## src/rtl/serial_cmp.sv

```systemverilog
// Bit-serial MSB-first magnitude comparator with signed/unsigned mode and registered lt/eq/gt flags.
// Optional build macro SERIAL_CMP_EARLY_EXIT_EN finishes the scan on the first differing bit.
module serial_cmp #(
    parameter int WIDTH = 6
) (
    input  logic             clk,
    input  logic             rst,
    input  logic             start,
    input  logic             signed_mode,
    input  logic [WIDTH-1:0] a,
    input  logic [WIDTH-1:0] b,
    output logic             busy,
    output logic             done,
    output logic             a_lt_b,
    output logic             a_eq_b,
    output logic             a_gt_b
);

    localparam int IW = $clog2(WIDTH);
    localparam logic [IW-1:0] MSB_IDX = IW'(WIDTH - 1);

    typedef enum logic [1:0] {
        IDLE = 2'd0,
        SCAN = 2'd1,
        DONE = 2'd2
    } state_t;

    state_t           state_r;
    state_t           state_next_s;
    logic [WIDTH-1:0] a_r;
    logic [WIDTH-1:0] b_r;
    logic             mode_r;
    logic [IW-1:0]    idx_r;
    logic             decided_r;
    logic             lt_r;
    logic             diff_s;
    logic             first_diff_s;
    logic             lt_bit_s;
    logic             decided_now_s;
    logic             lt_now_s;
    logic             load_flags_s;

    // Decision logic for the bit pair under the scan index
    always_comb begin
        diff_s        = a_r[idx_r] ^ b_r[idx_r];
        first_diff_s  = diff_s & ~decided_r;
        // A set sign bit marks the more negative operand; any other set bit marks the larger one.
        if (mode_r && (idx_r == MSB_IDX)) begin
            lt_bit_s = a_r[idx_r];
        end else begin
            lt_bit_s = ~a_r[idx_r];
        end
        decided_now_s = decided_r | diff_s;
        if (decided_r) begin
            lt_now_s = lt_r;
        end else begin
            lt_now_s = diff_s & lt_bit_s;
        end
    end

    // Next-state logic
    always_comb begin
        state_next_s = state_r;
        load_flags_s = 1'b0;
        case (state_r)
            IDLE: begin
                if (start) begin
                    state_next_s = SCAN;
                end else begin
                    state_next_s = IDLE;
                end
            end
            SCAN: begin
                if (idx_r == {IW{1'b0}}) begin
                    state_next_s = DONE;
                end
`ifdef SERIAL_CMP_EARLY_EXIT_EN
                else if (first_diff_s) begin
                    state_next_s = DONE;
                end
`endif
                else begin
                    state_next_s = SCAN;
                end
                load_flags_s = (state_next_s == DONE);
            end
            DONE:    state_next_s = IDLE;
            default: state_next_s = IDLE;
        endcase
    end

    // State register
    always_ff @(posedge clk) begin
        if (rst) begin
            state_r <= IDLE;
        end else begin
            state_r <= state_next_s;
        end
    end

    // Operand latch and running decision
    always_ff @(posedge clk) begin
        if (rst) begin
            a_r       <= {WIDTH{1'b0}};
            b_r       <= {WIDTH{1'b0}};
            mode_r    <= 1'b0;
            idx_r     <= {IW{1'b0}};
            decided_r <= 1'b0;
            lt_r      <= 1'b0;
        end else begin
            case (state_r)
                IDLE: begin
                    if (start) begin
                        a_r       <= a;
                        b_r       <= b;
                        mode_r    <= signed_mode;
                        idx_r     <= MSB_IDX;
                        decided_r <= 1'b0;
                        lt_r      <= 1'b0;
                    end
                end
                SCAN: begin
                    decided_r <= decided_now_s;
                    lt_r      <= lt_now_s;
                    if (idx_r != {IW{1'b0}}) begin
                        idx_r <= idx_r - IW'(1);
                    end
                end
                default: begin
                    decided_r <= decided_r;
                end
            endcase
        end
    end

    // Registered status and result flags; flags load only when entering DONE
    always_ff @(posedge clk) begin
        if (rst) begin
            busy   <= 1'b0;
            done   <= 1'b0;
            a_lt_b <= 1'b0;
            a_eq_b <= 1'b0;
            a_gt_b <= 1'b0;
        end else begin
            busy <= (state_next_s != IDLE);
            done <= load_flags_s;
            if (load_flags_s) begin
                a_lt_b <= decided_now_s & lt_now_s;
                a_eq_b <= ~decided_now_s;
                a_gt_b <= decided_now_s & ~lt_now_s;
            end
        end
    end

endmodule

```

## config.mk

```make
export PLATFORM = sky130hd
export DESIGN_NAME = serial_cmp
export DESIGN_NICKNAME = d
export VERILOG_FILES = /design/src/rtl/serial_cmp.sv
export SDC_FILE = /design/constraint.sdc
export NUM_CORES = 1
export LEC_CHECK = 0
export CAP_MARGIN = 20
export CORE_MARGIN = 4
export CORE_UTILIZATION = 60
export CTS_CLUSTER_DIAMETER = 30
export DETAILED_ROUTE_END_ITERATION = 12
export DONT_BUFFER_PORTS = 1
export PLACE_DENSITY = 0.73
export SLEW_MARGIN = 20
export SYNTH_ARGS = -nofsm -noshare
export SYNTH_HDL_FRONTEND = slang
export SYNTH_SLANG_ARGS = --single-unit
```

## constraint.sdc

```tcl
create_clock -name clk -period 2.1 [get_ports clk]
set_clock_uncertainty 0.15 [all_clocks]
set_input_delay 0.105 -clock clk [delete_from_list [all_inputs] [get_ports clk]]
set_output_delay 0.105 -clock clk [all_outputs]
set_load 0.1 [all_outputs]
```

Yosys cells after proc, flatten, opt, wreduce, memory -nomap -nowiden

Index checks and enable logic that the tools add are counted.

Add/subtract/negate cells: 1
$mul: 0
Divide/modulo/power cells: 0
Magnitude comparators: 1
Eq/ne operators: 5
Shift-type cells: 0
Mux-type cells: 17
Bitwise operators: 8
Reduce and logical (&&, ||, !) cells: 9

Operator list:

| cell                  | number |
|---|---|
| $mux W1               | 7 |
| $bmux W1 S3           | 2 |
| $mux W3               | 2 |
| $pmux W3 S2           | 1 |
| $lt A3 B4 Y1 const B  | 1 |
| $mux W2               | 2 |
| $ne A2 B2 Y1 const B  | 2 |
| $pmux W1 S2           | 2 |
| $pmux W2 S2           | 1 |
| $reduce_and A2 Y1     | 2 |
| $reduce_bool A2 Y1    | 2 |
| $and A1 B1 Y1         | 3 |
| $eq A3 B3 Y1 const B  | 1 |
| $logic_not A3 Y1      | 1 |
| $not A1 Y1            | 3 |
| $reduce_and A3 Y1     | 1 |
| $reduce_bool A3 Y1    | 1 |
| $sub A3 B1 Y3 const B | 1 |
| $eq A2 B1 Y1 const B  | 1 |
| $eq A2 B2 Y1 const B  | 1 |
| $logic_not A2 Y1      | 1 |
| $logic_and A1 B1 Y1   | 1 |
| $or A1 B1 Y1          | 1 |
| $xor A1 B1 Y1         | 1 |

Register bits: 25
Bits in latches: 0
RAM bits: 0
ROM bits: 0
Bits of input ports: 16
Logic and storage cells: 53
Memories: 0

Depth between registers and ports, before layout

Depth in word-level cells: 8
Depth in mapped cells: 8
Mapped depth without buffers: 7

Worst setup path after synthesis

OpenSTA, ideal clock, no wires.

Path type: register to register
Start: register idx_r[1]
End: register lt_r
Setup time: 0.128 ns
Arrival time: 1.539 ns
Data required time: 1.822 ns
Slack: 0.283 ns
Stages on the path, launching flop included: 6
Buffers on the path: 0
Cells stage by stage: dfxtp_1 > mux4_2 > a22o_1 > a31o_1 > a32oi_1 > nor2_1

Cells in the longest elaborated chain, start to end: 7

RTL lines:

| item                          | RTL line   | source |
|---|---|---|
| start, declared               | 33         | `logic [IW-1:0] idx_r;` |
| start signal, assigned        | 107        | `idx_r <= {IW{1'b0}};` |
| start signal, assigned        | 126        | `idx_r <= idx_r - IW'(1);` |
| $bmux W1 S3                   | 45, 49, 51 |  |
| $mux W1 (implied by the code) | 45, 49, 51 |  |
| $not A1 Y1                    | 51         | `lt_bit_s = ~a_r[idx_r];` |
| $mux W1                       | 48         | `if (mode_r && (idx_r == MSB_IDX)) begin` |
| $and A1 B1 Y1 *               | 57         | `lt_now_s = diff_s & lt_bit_s;` |
| $mux W1 *                     | 54         | `if (decided_r) begin` |
| $pmux W1 S2 *                 | 111        | `case (state_r)` |
| end signal, assigned          | 124        | `lt_r <= lt_now_s;` |
| end, declared                 | 35         | `logic lt_r;` |

Mark *: on every way between the ends. The rest lies on a longest branch, timed or not. The select of a mux whose other input is x is not followed.
A chain may end at the register's enable or synchronous reset.

Final worst setup path

Start: register idx_r[0]
End: register idx_r[2]

Cells in the longest elaborated chain, start to end: 3

RTL lines:

| item                                                       | RTL line |
|---|---|
| $sub A3 B1 Y3 / $reduce_bool A3 Y1 (equally long branches) | 126, 125 |
| $mux W3 / $ne A2 B2 Y1 (equally long branches)             | n/a |
| $pmux W3 S2 / $reduce_and A3 Y1 (equally long branches)    | n/a |

Parallel ways exist; a longest one is shown, timed or not. The select of a mux whose other input is x is not followed.

==> flow_metrics.tcl <==
set metrics [dict create \
    status "finished clean" \
    path_class "register to register" \
    grt_pass1_vias 915 \
    coreArea_mm2 0.00176 \
    startpoint_type "register" \
    dieArea_mm2 0.00265 \
    period_share_pct 93.5 \
    worstHoldStart "b_r[2]$_SDFFE_PP0P_" \
    grt_usage_pct 19.2 \
    synth_cells 134 \
    layout_commonest_cell "nand2_1" \
    vdd_ir_drop_max_v 0.000541 \
    num_vias 979 \
    hold_violations 0 \
    cpPeakStageDelay_ps 550 \
    place_hpwl_mm 1.62 \
    n_fill_cell 145 \
    seqPwrFrac_pct 52.2 \
    timing.fmax_mhz 509 \
    power.switching_w 0.000357 \
    post-place-ws_ps 193 \
    clk_pin_slew_ps 130 \
    clockBufferDepth 2 \
    mostFrequentLayoutCells "nand2_1, dfxtp_1, dlygate4sd3_1, a21oi_1, nor2_1" \
    grt_pass1_wl_mm 3.91 \
    cp_max_fo 8 \
    wirelength_mm 2.31 \
    tns_ps 0 \
    cp.arrival_ps 2050 \
    slew_headroom_pct 41.0 \
    worst_setup_path_end_kind "register" \
    power.density_mw_per_mm2 784 \
    r2r_setup_slack_ps 140 \
    die_y_um 51.4 \
    ios 21 \
    place_congestion 0.833 \
    yosys_warnings 0 \
    holdPathStages 2 \
    r2r_end "idx_r[2]$_SDFFE_PP0P_" \
    ys_seq_area_share_pct 44.2 \
    clock_sinks 25 \
    syn_nets 153 \
    hold_end "b_r[2]$_SDFFE_PP0P_" \
    yosysTopAreaCell "dfxtp_1" \
    combPwrFrac_pct 28.7 \
    p_sw_share_pct 33.6 \
    cts_buffers 3 \
    drv_cap 0 \
    initial_utilization_pct 64.2 \
    fp.dieW_um 51.4 \
    worstPathCellList "inv_1 -> ha_1 -> nand2b_1 -> nor2_1 -> or4_1 -> a31oi_1" \
    insertion_delay_ps 300 \
    required_ps 2190 \
    worstMarginPinSlew_ps 881 \
    syn_to_final_growth_pct 19.9 \
    routedWlPerCell_um 13.1 \
    finalSetupViolCount 0 \
    rsz0062_at_grt "false" \
    fin_ws_ps 136 \
    cts_resized 0 \
    drc 0 \
    worst_path_max_delay_cell "dfxtp_1" \
    routed_via_density 5.53 \
    antenna_found_initial 0 \
    synth-seq-cells 25 \
    synth_area_leaders "dfxtp_1, nand2_1, a21oi_1" \
    slew_viol_final 0 \
    rows 15 \
    final_nets 172 \
    synth_top_area_share_pct 44.2 \
    drive_above_1_share_pct 11.2 \
    n_antenna_cell 0 \
    period_minus_slack_ps 1960 \
    hp-class "register to register" \
    post_cts_buffers 0 \
    syn_area_mm2 0.00113 \
    startpoint "idx_r[0]$_SDFFE_PP0P_" \
    ant_nets 0 \
    dr.pass1.iters 4 \
    grt_max_degree 26 \
    avgSynthCellArea_um2 8.45 \
    gr-total-overflow 0 \
    p_leak_nw 0.542 \
    drt-initial-drc-count 24 \
    cts_tree "done" \
    cts-root-buf "clkbuf_4" \
    yosysUniqueCellTypes 35 \
    hold_buffers 15 \
    port_buffers 0 \
    reg2reg_depth 6 \
    ctsHtreeMaxLevel 1 \
    r2r-start "idx_r[0]$_SDFFE_PP0P_" \
    internal-power_w 0.000707 \
    clockPowerShare_pct 19.2 \
]
-- cells by family after synthesis --
| logic type | Yosys count | synth area share [%] |
|---|---|---|
| simple gates | 55 | 21.9 |
| mux | 5 | 6.85 |
| buf+inv | 12 | 4.09 |
| flops | 25 | 44.2 |
| fa+ha+maj | 3 | 3.32 |
| compound gates | 34 | 19.7 |
-- power groups by stage --
stage	Combinational [W]	Sequential [W]	Clock (W)
after floorplan	0.000178	0.000612	0
after global placement	0.000266	0.000563	0
after detailed placement	0.000274	0.000565	0
after CTS	0.000304	0.000554	0.000210
after global routing	0.000336	0.000561	0.000232
final	0.000305	0.000555	0.000204
-- layout make-up --
cell class,count,area [um^2],share of cell area [%]
Multi-Input combinational cell,97,586,43.1
Clock buffer,4,26.3,1.94
Timing Repair Buffer,21,195,14.4
Tap cell,25,31.3,2.30
Inverter,5,18.8,1.38
Sequential cell,25,500,36.9
-- state kept, by name, indices dropped and copies added (netlist names) --
signal     flops
a_lt_b         1
busy           1
b_r            6
a_gt_b         1
lt_r           1
done           1
idx_r          3
a_eq_b         1
state_r        2
a_r            6
decided_r      1
mode_r         1
-- synth_stat cells --
master and instances:
nor3_1 2, or2_2 1, nand2b_1 4, clkbuf_1 6
o21ai_0 5, or3_1 2, mux2i_1 1, nor2_1 8
a31oi_1 1, nand2_1 30, or4_1 1, o21bai_1 1
mux4_2 2, inv_1 5, a22oi_1 2, a31o_1 1
mux2_2 2, a22o_1 1, a32oi_1 1, a21oi_1 14
o211ai_1 1, a21o_1 1, o31ai_1 1, nand3_1 2
and3_1 2, and2b_2 1, a221oi_1 1, buf_2 1
nor2b_1 2, a32o_1 1, o211ai_2 1, a21oi_2 1
ha_1 3, a41o_1 1, dfxtp_1 25
-- worst max path at each step --
stage	endpoint	slack [ps]	cells after the start
after floorplan	lt_r$_SDFFE_PP0P_	280	5
after global placement	lt_r$_SDFFE_PP0P_	200	5
after detailed placement	idx_r[2]$_SDFFE_PP0P_	190	6
after CTS	lt_r$_SDFFE_PP0P_	140	5
after global routing	lt_r$_SDFFE_PP0P_	20	5
final	idx_r[2]$_SDFFE_PP0P_	140	6
-- layer usage --
layer	GRT usage [%]	routed length (um)
met5	0	0
met4	7.42	13
met3	2.62	98
met2	32.2	1170
met1	24.6	1030
-- critical path: cells and delay by family, from the launching register on --
| family | cells | cell delay, ps |
|---|---|---|
| fa+ha+maj | 1 | 230 |
| simple gates | 3 | 630 |
| flops | 1 | 550 |
| buf+inv | 1 | 150 |
| compound gates | 1 | 160 |
-- per-stage QoR --
step / area (um^2) / hold slack (ps) / total power, W / util, % / instances
finish: 1360 / 317 / 0.00106 / 77.0 / 177
global route: 1360 / 319 / 0.00113 / 77.0 / 177
CTS: 1360 / 312 / 0.00107 / 77.0 / 177
detailed placement: 1180 / 28.4 / 0.000839 / 67.0 / 158
global placement: 1180 / 27.4 / 0.000829 / 67.0 / 158
floorplan: 1130 / 91.0 / 0.000790 / - / 134
(Power assumes the default switching activity.)
